### config.mk
export PLATFORM = sky130hd
export DESIGN_NAME = wb_arbiter2
export DESIGN_NICKNAME = d
export VERILOG_FILES = /design/src/rtl/wb_arbiter2.sv
export SDC_FILE = /design/constraint.sdc
export NUM_CORES = 1
export LEC_CHECK = 0
export BUFFER_PORTS_ARGS = -buffer_cell sky130_fd_sc_hd__buf_2
export CORE_MARGIN = 5
export CORE_UTILIZATION = 52
export DETAILED_ROUTE_END_ITERATION = 12
export PLACE_DENSITY = 0.9
export SETUP_SLACK_MARGIN = 0.5
export SLEW_MARGIN = 20
export SYNTH_ARGS = -nofsm -noshare
export SYNTH_HDL_FRONTEND = slang
export SYNTH_SLANG_ARGS = --single-unit
### constraint.sdc
create_clock -name clk_i -period 2.6 [get_ports clk_i]
set_input_delay 0.13 -clock clk_i [delete_from_list [all_inputs] [get_ports clk_i]]
set_output_delay 0.13 -clock clk_i [all_outputs]
set_load 0.05 [all_outputs]
### src/rtl/wb_arbiter2.sv
// Two-master, one-slave classic Wishbone arbiter for the TIA/RIOT register bus.
// Round-robin or fixed priority, with a watchdog that force-acks cycles the slave never acks.
module wb_arbiter2 #(
  parameter int unsigned              WB_DATA_WIDTH = 8,
  parameter int unsigned              WB_ADDR_WIDTH = 7,
  parameter int unsigned              FIXED_PRIO    = 0,
  parameter int unsigned              TIMEOUT       = 255,
  parameter logic [WB_DATA_WIDTH-1:0] ERR_DATA      = '1
) (
  input  logic                     clk_i,
  input  logic                     rst_i,
  input  logic                     m0_stb_i,
  input  logic                     m0_we_i,
  input  logic [WB_ADDR_WIDTH-1:0] m0_adr_i,
  input  logic [WB_DATA_WIDTH-1:0] m0_dat_i,
  output logic                     m0_ack_o,
  output logic [WB_DATA_WIDTH-1:0] m0_dat_o,
  input  logic                     m1_stb_i,
  input  logic                     m1_we_i,
  input  logic [WB_ADDR_WIDTH-1:0] m1_adr_i,
  input  logic [WB_DATA_WIDTH-1:0] m1_dat_i,
  output logic                     m1_ack_o,
  output logic [WB_DATA_WIDTH-1:0] m1_dat_o,
  output logic                     s_stb_o,
  output logic                     s_we_o,
  output logic [WB_ADDR_WIDTH-1:0] s_adr_o,
  output logic [WB_DATA_WIDTH-1:0] s_dat_o,
  input  logic                     s_ack_i,
  input  logic [WB_DATA_WIDTH-1:0] s_dat_i,
  output logic [1:0]               grant_o,
  output logic                     timeout_o
);

  localparam logic [1:0] ST_IDLE = 2'd0;
  localparam logic [1:0] ST_REQ  = 2'd1;
  localparam logic [1:0] ST_ACK  = 2'd2;

  localparam logic [7:0] WDOG_LAST = 8'(TIMEOUT - 1);

  logic [1:0]               r_state;
  logic [7:0]               r_wdog;
  logic                     r_last_grant;
  logic                     r_s_stb;
  logic                     r_s_we;
  logic [WB_ADDR_WIDTH-1:0] r_s_adr;
  logic [WB_DATA_WIDTH-1:0] r_s_dat;
  logic [1:0]               r_grant;
  logic                     r_timeout;
  logic                     r_m0_ack;
  logic                     r_m1_ack;
  logic [WB_DATA_WIDTH-1:0] r_m0_dat;
  logic [WB_DATA_WIDTH-1:0] r_m1_dat;

  logic                     w_any;
  logic                     w_pick1;
  logic                     w_win_we;
  logic [WB_ADDR_WIDTH-1:0] w_win_adr;
  logic [WB_DATA_WIDTH-1:0] w_win_dat;
  logic                     w_expired;
  logic                     w_done;
  logic [WB_DATA_WIDTH-1:0] w_rdata;

  // On a tie, round-robin hands the bus to whichever master did not own it last.
  always_comb begin
    w_any     = m0_stb_i || m1_stb_i;
    w_pick1   = m1_stb_i && (!m0_stb_i || (FIXED_PRIO == 0 && !r_last_grant));
    w_win_we  = w_pick1 ? m1_we_i  : m0_we_i;
    w_win_adr = w_pick1 ? m1_adr_i : m0_adr_i;
    w_win_dat = w_pick1 ? m1_dat_i : m0_dat_i;
    w_expired = (r_wdog == WDOG_LAST);
    w_done    = s_ack_i || w_expired;
    w_rdata   = s_ack_i ? s_dat_i : ERR_DATA;
  end

  always_ff @(posedge clk_i) begin
    if (rst_i) begin
      r_state      <= ST_IDLE;
      r_wdog       <= '0;
      r_last_grant <= 1'b1;
      r_s_stb      <= 1'b0;
      r_s_we       <= 1'b0;
      r_s_adr      <= '0;
      r_s_dat      <= '0;
      r_grant      <= '0;
      r_timeout    <= 1'b0;
      r_m0_ack     <= 1'b0;
      r_m1_ack     <= 1'b0;
      r_m0_dat     <= '0;
      r_m1_dat     <= '0;
    end else begin
      r_m0_ack  <= 1'b0;
      r_m1_ack  <= 1'b0;
      r_timeout <= 1'b0;
      case (r_state)
        ST_IDLE: begin
          if (w_any) begin
            r_s_stb <= 1'b1;
            r_s_we  <= w_win_we;
            r_s_adr <= w_win_adr;
            // Reads leave the slave write-data bus at its previous value.
            if (w_win_we) r_s_dat <= w_win_dat;
            r_grant <= w_pick1 ? 2'b10 : 2'b01;
            r_wdog  <= '0;
            r_state <= ST_REQ;
          end
        end
        ST_REQ: begin
          if (w_done) begin
            r_s_stb      <= 1'b0;
            r_last_grant <= r_grant[1];
            r_timeout    <= !s_ack_i;
            if (r_grant[1]) r_m1_ack <= 1'b1;
            else            r_m0_ack <= 1'b1;
            if (!r_s_we) begin
              if (r_grant[1]) r_m1_dat <= w_rdata;
              else            r_m0_dat <= w_rdata;
            end
            r_state <= ST_ACK;
          end else begin
            r_wdog <= r_wdog + 8'd1;
          end
        end
        ST_ACK: begin
          r_grant <= '0;
          r_state <= ST_IDLE;
        end
        default: r_state <= ST_IDLE;
      endcase
    end
  end

  assign s_stb_o   = r_s_stb;
  assign s_we_o    = r_s_we;
  assign s_adr_o   = r_s_adr;
  assign s_dat_o   = r_s_dat;
  assign grant_o   = r_grant;
  assign timeout_o = r_timeout;
  assign m0_ack_o  = r_m0_ack;
  assign m1_ack_o  = r_m1_ack;
  assign m0_dat_o  = r_m0_dat;
  assign m1_dat_o  = r_m1_dat;

endmodule
==> flow_summary.json <==
{
  "grt_pass1_wl_mm": 8.44,
  "grtUsageTotal_pct": 19.9,
  "cp.arrival_ps": 2200,
  "numClockSinks": 49,
  "die_w_um": 73.7,
  "vdd_drop_max_mv": 0.501,
  "drive_gt1_share_pct": 32.6,
  "grt_remaining_overflow": 0,
  "hold_slack_ps": 162,
  "worstPathRequired_ps": 2820,
  "period_share_pct": 76.0,
  "cts_buffers": 5,
  "drv_cap": 0,
  "synth_nets": 273,
  "slew_viol_final": 0,
  "ant_nets": 0,
  "utilization_pct": 66.3,
  "power_density_nw_per_um2": 674,
  "maxSlewHeadroom_pct": 43.0,
  "post_cts_buffers": 0,
  "final_area_um2": 2630,
  "async_flop_share_pct": 0,
  "yosys_warnings": 0,
  "port_buffers": 82,
  "final_cell_mix": "82 x buf_2, 49 x dfxtp_1, 35 x a21oi_1, 18 x o21a_1, 16 x mux2i_1",
  "synth_area_um2": 2110,
  "rsz0062_at_grt": "false",
  "first_pass_iters": 4,
  "worst_pin_slew_ps": 856,
  "htreeDepth": 2,
  "io_pins": 83,
  "antennaDiodeCount": 0,
  "hold_viol": 0,
  "syn_avg_cell_area_um2": 9.32,
  "critical_path.startpoint_type": "register",
  "power_mw": 1.77,
  "insertion_delay_ps": 300,
  "p_leak_nw": 1.16,
  "synth_seq_cells": 49,
  "yosysSeqAreaShare_pct": 46.6,
  "hold_path_class": "input port to register",
  "placed_cell_area_um2": 2520,
  "core_um2": 3970,
  "wirelength_mm": 5.01,
  "register_area_um2": 981,
  "fmax_mhz": 506,
  "grt_pass1_vias": 1989,
  "initial_core_util_pct": 53.1,
  "setup_viol": 0,
  "postSynthCellCount": 226,
  "grt_max_degree": 51,
  "synth_ff_type": "dfxtp_1",
  "viasPerCell": 5.66,
  "final_common_cell": "buf_2",
  "hold_depth": 3,
  "fin_setup_tns_ps": 0,
  "vias": 1988,
  "root_buffer": "clkbuf_8",
  "cts_hold_buf": 0,
  "die_area_um2": 5430,
  "hpwl_mm": 3.69,
  "fill_cells": 326,
  "wl_per_cell_um": 14.3,
  "path_class": "register to register",
  "r2r_cells": 6,
  "period_needed_ps": 1980,
  "endpoint_kind": "register",
  "multiInputGateArea_um2": 1040,
  "synth-edff-count": 0,
  "clockBufferDepth": 2,
  "yosys.cell_types.count": 36,
  "cts_tree": "done",
  "clock_skew_ps": 9.32,
  "status": "finished clean",
  "cts_resized": 0,
  "dieHeight_um": 73.7,
  "clkSlewWorstSetupHoldPaths_ps": 80,
  "drt_first_iter_violations": 174,
  "finalWeightedCongestion": 0.872,
  "nNetsFinal": 347,
  "rows": 23,
  "antenna_found_initial": 0,
  "area_delta_synth_final_pct": 25.0,
  "drc": 0,
  "critPathMaxFanout": 14
}
==> worst paths after layout <==
kind	from	endpoint	slack (ps)
setup / recovery	r_wdog[0]$_SDFFE_PP0P_	r_wdog[5]$_SDFFE_PP0P_	620
hold / removal	m0_adr_i[1]	s_adr_o[1]$_SDFFE_PP0P_	160
setup reg to reg	r_wdog[0]$_SDFFE_PP0P_	r_wdog[5]$_SDFFE_PP0P_	620
hold reg to reg	m1_dat_o[0]$_SDFFE_PP0P_	m1_dat_o[0]$_SDFFE_PP0P_	460
==> per-layer routing <==
| layer | share of wire, % | wire length [um] | up-vias | GRT usage, % |
|---|---|---|---|---|
| li1 | - | - | 970 | - |
| met1 | 39 | 1970 | 899 | 22.4 |
| met2 | 50 | 2510 | 109 | 34.4 |
| met3 | 9.2 | 462 | 10 | 5.88 |
| met4 | 1.5 | 74 | 0 | 8.85 |
| met5 | 0 | 0 | - | 0 |
==> flip-flops by register name, summed over array words and instances (netlist names) <==
register / flops
s_we_o: 1
r_state: 2
r_wdog: 8
s_stb_o: 1
m0_dat_o: 8
r_last_grant: 1
timeout_o: 1
s_dat_o: 8
m1_dat_o: 8
s_adr_o: 7
m1_ack_o: 1
m0_ack_o: 1
grant_o: 2
==> cell type report <==
type,instances,share of cell area (%)
multi-input combinational,157,39.6
timing repair buffer,84,16.2
tap,50,2.38
sequential,49,37.2
inverter,3,0.428
clock inverter,2,1.47
clock buffer,6,2.76
==> kinds of logic (layout without fill, tap and decap cells) <==
logic type / after synthesis / count (layout) / synth area share [%]
muxes: 17 / 17 / 8.31
adders and majority gates: 2 / 2 / 1.19
buffers and inverters: 20 / 95 / 4.57
AOI/OAI and AO/OA: 81 / 81 / 24.3
and+or+nand+nor: 57 / 57 / 15.1
DFF: 49 / 49 / 46.6
==> cells in the mapped netlist, types with 3 or more instances <==
library cell / count / area (um2)
a211oi_1: 15 / 113
a21oi_1: 35 / 175
buf_2: 5 / 25.0
clkbuf_1: 9 / 33.8
dfxtp_1: 49 / 981
inv_1: 3 / 11.3
mux2i_1: 16 / 160
nand2_1: 4 / 15.0
nand2b_1: 3 / 18.8
nand3_1: 8 / 40.0
nor2_1: 12 / 45.0
nor2b_1: 11 / 68.8
nor3_1: 3 / 15.0
nor4_1: 3 / 18.8
o21a_1: 18 / 135
o21ai_0: 4 / 20.0
or3_1: 3 / 18.8
==> stage by stage <==
| step | worst slack [ps] | cells |
|---|---|---|
| CTS | 612 | 351 |
| floorplan | 918 | 226 |
| finish | 624 | 351 |
| detailed placement | 640 | 343 |
| global placement | 679 | 343 |
| global route | 540 | 351 |
==> critical path, stage by stage (launching register included) <==
cell and delay (ps):
dfxtp_1 400, inv_1 80, ha_1 200, and3_1 190, a211o_2 440, or4_1 420
a31oi_1 160
==> where the power goes <==
group / internal (mW) / switching [mW]
combinational: 0.122 / 0.289
clock: 0.289 / 0.247
sequential: 0.799 / 0.0287
total: 1.21 / 0.565
Note: power is estimated with default switching activity, not from simulation.
